**src/rtl/window_scanner_pkg.sv**
```systemverilog
// Shared CNN-layer definitions: scanner FSM encoding, default frame geometry,
// the window payload carried to the address-offset stage, and the 3x3 tap offsets.
package window_scanner_pkg;

    localparam int unsigned ADDR_W         = 13;
    localparam int unsigned DEFAULT_WIDTH  = 80;
    localparam int unsigned DEFAULT_HEIGHT = 60;

    // Scanner FSM encoding
    localparam int unsigned STATE_W = 2;
    localparam logic [1:0]  ST_IDLE = 2'd0;
    localparam logic [1:0]  ST_SCAN = 2'd1;
    localparam logic [1:0]  ST_DONE = 2'd2;

    // Number of taps in a 3x3 window
    localparam int unsigned WIN_TAPS = 9;

    // Window descriptor handed downstream
    typedef struct packed {
        logic [ADDR_W-1:0] reference;
        logic [ADDR_W-1:0] out_index;
        logic              last;
    } window_t;

    // Offset of tap (0..8, row-major) from the window's top-left pixel.
    // Evaluated with constant width by the offset stage, so no runtime multiplier.
    function automatic logic [ADDR_W-1:0] win_offset(input int unsigned tap,
                                                     input int unsigned width);
        return ADDR_W'((tap / 3) * width + (tap % 3));
    endfunction

endpackage

```
**src/rtl/window_scanner.sv**
```systemverilog
// window_scanner: walks every valid 3x3 window of a WIDTHxHEIGHT frame in
// raster order, emitting the top-left pixel address and the linear output index.
// Ports:
//   clk, reset      - clock, synchronous active-high reset
//   start, abort    - begin a scan (IDLE only) / drop back to IDLE
//   ready           - downstream accepts the current window
//   reference       - top-left pixel address of the current window
//   out_index       - linear index of the convolution result
//   valid, last     - window valid / final window of the frame
//   busy, done      - not idle / one-cycle frame-complete pulse
module window_scanner
    import window_scanner_pkg::*;
#(
    parameter int unsigned WIDTH  = DEFAULT_WIDTH,
    parameter int unsigned HEIGHT = DEFAULT_HEIGHT
) (
    input  logic        clk,
    input  logic        reset,
    input  logic        start,
    input  logic        abort,
    output logic [12:0] reference,
    output logic [12:0] out_index,
    output logic        valid,
    input  logic        ready,
    output logic        last,
    output logic        busy,
    output logic        done
);

    localparam int unsigned XW = $clog2(WIDTH);
    localparam int unsigned YW = $clog2(HEIGHT);
    localparam logic [XW-1:0] X_LAST = XW'(WIDTH - 3);
    localparam logic [YW-1:0] Y_LAST = YW'(HEIGHT - 3);

    logic [STATE_W-1:0] state_q, state_d;
    logic [XW-1:0]      x_q, x_d;
    logic [YW-1:0]      y_q, y_d;
    window_t            win_q, win_d;

    // Next-state and incremental address generation
    always_comb begin
        state_d = state_q;
        x_d     = x_q;
        y_d     = y_q;
        win_d   = win_q;

        case (state_q)
            ST_IDLE: begin
                if (start) begin
                    state_d         = ST_SCAN;
                    x_d             = '0;
                    y_d             = '0;
                    win_d.reference = '0;
                    win_d.out_index = '0;
                end
            end
            ST_SCAN: begin
                if (valid && ready) begin
                    if (win_q.last) begin
                        state_d = ST_DONE;
                    end else if (x_q != X_LAST) begin
                        x_d             = x_q + XW'(1);
                        win_d.reference = win_q.reference + ADDR_W'(1);
                        win_d.out_index = win_q.out_index + ADDR_W'(1);
                    end else begin
                        // Row wrap: step over the two right-edge columns
                        x_d             = '0;
                        y_d             = y_q + YW'(1);
                        win_d.reference = win_q.reference + ADDR_W'(3);
                        win_d.out_index = win_q.out_index + ADDR_W'(1);
                    end
                end
            end
            ST_DONE: begin
                state_d = ST_IDLE;
            end
            default: begin
                state_d = ST_IDLE;
            end
        endcase

        // Abort beats start and any simultaneous transfer
        if (abort) begin
            state_d         = ST_IDLE;
            x_d             = '0;
            y_d             = '0;
            win_d.reference = '0;
            win_d.out_index = '0;
        end

        win_d.last = (state_d == ST_SCAN) && (x_d == X_LAST) && (y_d == Y_LAST);
    end

    // State, counters and registered status outputs
    always_ff @(posedge clk) begin
        if (reset) begin
            state_q <= ST_IDLE;
            x_q     <= '0;
            y_q     <= '0;
            win_q   <= '0;
            valid   <= 1'b0;
            busy    <= 1'b0;
            done    <= 1'b0;
        end else begin
            state_q <= state_d;
            x_q     <= x_d;
            y_q     <= y_d;
            win_q   <= win_d;
            valid   <= (state_d == ST_SCAN);
            busy    <= (state_d != ST_IDLE);
            done    <= (state_d == ST_DONE);
        end
    end

    assign reference = win_q.reference;
    assign out_index = win_q.out_index;
    assign last      = win_q.last;

endmodule

```
**config.mk**
```make
export PLATFORM = sky130hd
export DESIGN_NAME = window_scanner
export DESIGN_NICKNAME = d
export VERILOG_FILES = /design/src/rtl/window_scanner_pkg.sv /design/src/rtl/window_scanner.sv
export SDC_FILE = /design/constraint.sdc
export NUM_CORES = 1
export LEC_CHECK = 0
export ABC_AREA = 1
export BUFFER_PORTS_ARGS = -buffer_cell sky130_fd_sc_hd__buf_2
export CAP_MARGIN = 10
export CELL_PAD_IN_SITES_DETAIL_PLACEMENT = 0
export CELL_PAD_IN_SITES_GLOBAL_PLACEMENT = 1
export CORE_MARGIN = 4
export CORE_UTILIZATION = 30
export CTS_BUF_LIST = sky130_fd_sc_hd__clkbuf_8
export DETAILED_ROUTE_END_ITERATION = 8
export GPL_ROUTABILITY_DRIVEN = 0
export MAX_ROUTING_LAYER = met4
export PLACE_DENSITY_LB_ADDON = 0.15
export SLEW_MARGIN = 30
export SYNTH_ARGS = -nofsm -noshare
export SYNTH_HDL_FRONTEND = slang
export SYNTH_SLANG_ARGS = --single-unit
```
**constraint.sdc**
```tcl
create_clock -name clk -period 2.9 [get_ports clk]
set_clock_uncertainty 0.2 [all_clocks]
set_input_delay 0.58 -clock clk [delete_from_list [all_inputs] [get_ports clk]]
set_output_delay 0.58 -clock clk [all_outputs]
set_load 0.02 [all_outputs]
```
==> impl_metrics.json, run 1 <==
{
  "core-area_um2": 7810,
  "synth.largest_area_cell": "dfxtp_1",
  "yosysUniqueCellTypes": 38,
  "fp.dieW_um": 98.1,
  "grt_first_pass_wirelength_um": 10500,
  "vias": 2303,
  "holdBufCountCts": 0,
  "synth_edf_count": 0,
  "hp-class": "input pin to flop",
  "core.rowCount": 32,
  "numClockSinks": 45,
  "grt_start_max_net_pins": 20,
  "antenna_found_initial": 0,
  "drive_above_1_share_pct": 16.6,
  "cts_setup_buffers": 0,
  "cts_tree": "built",
  "drt-initial-drc-count": 64,
  "ys_seq_area_share_pct": 37.0,
  "cp_slowest_cell": "dfxtp_1",
  "worst_slew_pin_slew_ns": 0.437,
  "die_y_um": 98.1,
  "synth_fp_nets": 365,
  "cp.arrival_ns": 2.47,
  "cts_root_buf": "clkbuf_8",
  "clock_path_buffers": 2,
  "yosys_warnings": 0,
  "rsz0062_at_grt": "no",
  "p_per_area_nw_per_um2": 396,
  "cts.clk_slew.worst_paths_ns": 0.09,
  "syn-cell-area_um2": 2440,
  "syn_inst": 354,
  "worst_slew_margin_rel_pct": 70.8,
  "cap_violations": 0,
  "period_minus_slack_ns": 2.43,
  "fp.dieArea_um2": 9630,
  "grt_use_total_pct": 13.6,
  "tns_ns": 0,
  "ys.flop_type": "dfxtp_1",
  "final_util_pct": 36.0,
  "finalSetupViolCount": 0,
  "crit_chain": "ha_1 -> nand2_1 -> inv_1 -> nand3_2 -> inv_1 -> fa_1 -> nand2_1 -> nor3_1 -> nand3_2 -> or2_1 -> o21bai_1 -> nor3b_2",
  "ys_async_sr_fraction_pct": 0,
  "grt_pass1_vias": 2169,
  "finalNonFillerCells": 494,
  "ant_nets": 0,
  "dr.pass1.iters": 4,
  "p_leak_nw": 1.18,
  "critPathRequiredTime_ns": 2.93,
  "hold_viol_final": 0,
  "avgSynthCellArea_um2": 6.89,
  "insertion_delay_ns": 0.30,
  "slowest_delay_ns": 0.42,
  "status": "finished clean",
  "cts_buffers": 5,
  "fill_cells": 888,
  "cp-end-kind": "flop",
  "synthToLayoutAreaGrowth_pct": 15.3,
  "antennaDiodeCount": 0,
  "wl_um": 6130,
  "start_util_pct": 31.2,
  "post_drt_wl_per_cell_um": 12.4,
  "cp-start-kind": "flop",
  "dp_hpwl_um": 4700,
  "fin_nets": 402,
  "path_max_fanout": 6,
  "num_io_pins": 35,
  "dp.cells": 486,
  "yosysTopAreaCellShare_pct": 37.0,
  "via_per_inst": 4.66,
  "io_buffers": 34,
  "report.final.slew_viol_count": 0,
  "cts_resized": 0,
  "synthTopCellsByArea": "dfxtp_1, nand2_1, inv_1",
  "grt-ovfl-total": 0,
  "ys_ff_latch": 45,
  "htree_levels": 2,
  "ir_drop_mv": 0.223,
  "clock.fmax_mhz": 411,
  "fin_crit_sh_pct": 83.9,
  "worstSetupPathType": "flop to flop",
  "drcViolationCount": 0
}
-- logic make-up after synthesis --
family	Yosys count	share of synthesized area (%)
AND/OR/NAND/NOR	183	36.4
adder cells (fa/ha/maj)	6	3.39
buffers and inverters	60	9.65
AO/OA/AOI/OAI	60	13.6
flip-flops	45	37.0
-- cell usage after synthesis, types with 2 or more instances --
library cell  instances
nand4_1               7
nor3_1                9
nor2_2                2
nand3_1              23
clkbuf_1              2
nor4_2                2
a21oi_1              26
nand2_2               2
nand2_1              71
a211oi_1              2
nor2_1               47
dfxtp_1              45
inv_2                 4
o21ai_0              24
o211a_1               2
nor4_1                2
ha_1                  5
nand2_4               3
inv_1                51
nand3_2               4
buf_2                 2
nand3b_1              3
-- layout by cell type (no fill, tap or decap), types with 3 or more instances in the layout --
master,netlist,layout
inv_1,51,51
nor3_1,9,9
nor2_1,47,47
nand3_2,4,4
buf_2,2,34
dfxtp_1,45,45
inv_2,4,4
nand3_1,23,23
clkbuf_8,0,6
a21oi_1,26,26
nand3b_1,3,3
o21ai_0,24,24
nand4_1,7,7
nand2_1,71,71
nand2_4,3,3
ha_1,5,5
-- critical path: cells and delay by family (launching register included) --
kind | cells | cell delay, ns
adders and majority gates | 2 | 0.41
and+or+nand+nor | 7 | 1.03
buffers and inverters | 2 | 0.20
AOI/OAI and AO/OA | 1 | 0.11
DFF | 1 | 0.42
-- final timing paths --
path | from | to | slack (ns) | cells past startpoint
max | x_q[0] | reference[10] | 0.47 | 12
min | abort | y_q[4] | 0.29 | 2
max reg2reg | x_q[0] | reference[10] | 0.47 | 12
min reg2reg | out_index[8] | out_index[8] | 0.29 | 2
-- state kept, by name, summed over array words and instances, names as in the netlist --
register and flops:
state_q 2, out_index 13, last 1, reference 13, done 1, valid 1, x_q 7, busy 1
y_q 6
-- metrics by stage --
step	area (um2)	worst slack, ns	power (mW)	hold slack, ns
after floorplan	2440	0.706	0.685	0.293
after global routing	2810	0.0945	1.16	0.273
after global placement	2710	0.571	0.709	0.270
after detailed placement	2710	0.461	0.709	0.278
final	2810	0.466	1.11	0.287
after CTS	2810	0.441	1.13	0.273
-- power breakdown --
part           internal (mW)  switching [mW]
Sequential             0.622         0.00467
Combinational         0.0168          0.0493
Clock                  0.194           0.227
-- layer usage --
| metal | track usage, % | vias up | wire length (um) |
|---|---|---|---|
| met1 | 17.1 | 1033 | 2970 |
| met3 | 3.14 | 5 | 295 |
| met2 | 22.1 | 39 | 2820 |
| met4 | 3.15 | 0 | 48 |
| met5 | - | - | 0 |
| li1 | - | 1226 | - |
-- area by class of cell --
type | count | area [um2] | share of cell area (%)
clock inverter | 2 | 13.8 | 0.490
tap | 102 | 128 | 4.54
multi-input combinational | 249 | 1300 | 46.3
sequential | 45 | 901 | 32.1
clock buffer | 6 | 82.6 | 2.94
timing repair buffer | 35 | 178 | 6.32
inverter | 55 | 206 | 7.35
Power figures use the tool's default switching activity.
==> inputs of run 2 (changes only) <==
==> constraint.sdc (replaced) <==
create_clock -name clk -period 2 [get_ports clk]
set_clock_uncertainty 0.2 [all_clocks]
set_input_delay 0.4 -clock clk [delete_from_list [all_inputs] [get_ports clk]]
set_output_delay 0.4 -clock clk [all_outputs]
set_load 0.02 [all_outputs]
==> impl_metrics.json, run 2 (same netlist as run 1, synthesis figures left out) <==
{
  "cap_violations": 0,
  "fp.dieArea_um2": 9630,
  "finalSetupViolCount": 8,
  "r2r_start": "x_q[1]",
  "power.net_switching_uw": 420,
  "p_int_mw": 1.44,
  "cts_tree": "built",
  "start_util_pct": 31.2,
  "multi_input_area_um2": 1450,
  "period_minus_slack_ns": 2.11,
  "report.final.slew_viol_count": 0,
  "synthToLayoutAreaGrowth_pct": 37.4,
  "htree_levels": 2,
  "ir_drop_mv": 0.238,
  "grt_pass1_vias": 2395,
  "grt-ovfl-total": 0,
  "r2r-end": "reference[8]",
  "num_io_pins": 35,
  "final_cell_mix": "nand2_1, inv_1, buf_4, nor2_1, dfxtp_1",
  "dp_hpwl_um": 5070,
  "clock_path_buffers": 2,
  "hold_viol_final": 0,
  "drcViolationCount": 0,
  "drive_above_1_share_pct": 31.4,
  "fin_nets": 447,
  "cp-end-kind": "flop",
  "cts.clk_slew.worst_paths_ns": 0.09,
  "crit_path_end": "reference[8]",
  "cts_buffers": 5,
  "p_per_area_nw_per_um2": 556,
  "grt_start_max_net_pins": 15,
  "antennaDiodeCount": 0,
  "r2r_setup_slack_ns": -0.11,
  "ant_nets": 0,
  "fill_cells": 833,
  "cp-start-kind": "flop",
  "worst_slew_pin_slew_ns": 0.399,
  "vias": 2496,
  "regArea_um2": 905,
  "p_leak_nw": 1.46,
  "post_drt_wl_per_cell_um": 12.6,
  "worst_slew_margin_rel_pct": 73.3,
  "dp_slack_ns": -0.171,
  "status": "finished with violations",
  "combPwrFrac_pct": 6.9,
  "core-area_um2": 7810,
  "worstSetupPathType": "flop to flop",
  "antenna_found_initial": 0,
  "cts_root_buf": "clkbuf_8",
  "critPathRequiredTime_ns": 2.01,
  "clock.fmax_mhz": 474,
  "holdPathStages": 2,
  "wl_um": 6810,
  "fp.dieW_um": 98.1,
  "numClockSinks": 45,
  "io_buffers": 34,
  "via_per_inst": 4.63,
  "p_clk_share_pct": 44.4,
  "dr.pass1.iters": 6,
  "pwr-share-seq_pct": 48.7,
  "netSwitchingFraction_pct": 22.6,
  "insertion_delay_ns": 0.30,
  "setup_ws_ns": -0.110,
  "rsz0062_at_grt": "yes",
  "grt_first_pass_wirelength_um": 11200,
  "mostFrequentLayoutCell": "nand2_1",
  "fin_crit_sh_pct": 106,
  "drt-initial-drc-count": 75,
  "die_y_um": 98.1,
  "core.rowCount": 32,
  "cp.arrival_ns": 2.12,
  "holdBufCountCts": 0,
  "violations": "setup timing",
  "r2r.worst_path.cells": 15,
  "power_mw": 1.86,
  "crit_path_start": "x_q[1]",
  "path_max_fanout": 3,
  "grt_use_total_pct": 14.4,
  "hp-class": "input pin to flop",
  "hold_path_startpoint": "abort"
}
## run 2: changes by cell type in the layout (fill, tap and decap cells not counted), sizes merged
cell | before | now
buf | 35 | 80
bufinv | 0 | 2
clkbuf | 6 | 5
clkinv | 2 | 1
## run 2: how the worst min path moves through the flow
stage	slack, ns	to
after floorplan	0.27	y_q[3]
after global placement	0.27	out_index[8]
after detailed placement	0.27	out_index[8]
after CTS	0.10	y_q[4]
after global routing	0.12	y_q[4]
final	0.11	y_q[4]
## run 2: metrics by stage
stage                     utilization [%]  setup TNS, ns  area [um2]  cells  hold slack (ns)
after floorplan                         -         -0.123        2440    354            0.271
after CTS                            41.3         -0.193        3230    535            0.103
after global placement               38.4         -0.220        3000    521            0.271
after detailed placement             38.4         -0.577        3000    521            0.273
final                                42.9         -0.388        3350    539            0.110
after global routing                 42.9          -1.82        3350    539            0.118
## run 2: cell type report
cell class	count	share of cell area (%)
Tap cell	102	3.81
Clock buffer	5	2.05
Inverter	55	6.24
Clock inverter	3	1.94
Multi-Input combinational cell	249	43.2
Sequential cell	45	27.0
Timing Repair Buffer	80	15.8
## run 2: per-layer routing
| layer | share of wire, % | wire length (um) | up-vias | global-route usage, % |
|---|---|---|---|---|
| li1 | - | - | 1312 | - |
| met1 | 47 | 3220 | 1135 | 17.2 |
| met2 | 48 | 3290 | 43 | 25.0 |
| met3 | 3.1 | 211 | 6 | 2.57 |
| met4 | 1.3 | 87 | 0 | 4.10 |
| met5 | 0 | 0 | - | - |
## run 2: power by group through the flow
stage                     registers [mW]  clock network, mW  logic (mW)
after detailed placement           0.928                  0       0.124
final                              0.908              0.827       0.128
after floorplan                    0.935                  0      0.0584
after global placement             0.928                  0       0.124
after CTS                          0.907              0.859       0.125
after global routing               0.909              0.889       0.143
## run 2: critical path, stage by stage (launching register included)
cell	delay, ns
dfxtp_2	0.36
inv_4	0.04
ha_4	0.15
nand2_1	0.05
inv_1	0.04
nand3_2	0.07
inv_2	0.06
fa_2	0.39
nand2_2	0.10
nor3_4	0.05
nand3_2	0.06
buf_4	0.12
buf_4	0.10
nor2_1	0.03
o211ai_1	0.15
inv_1	0.05
## run 2: what timing repair did
action | CTS | global route
gates resized for setup | 15 | 22
buffers inserted | 6 | 4
pin swaps | 9 | 12
endpoints found under the setup margin | 7 | 17
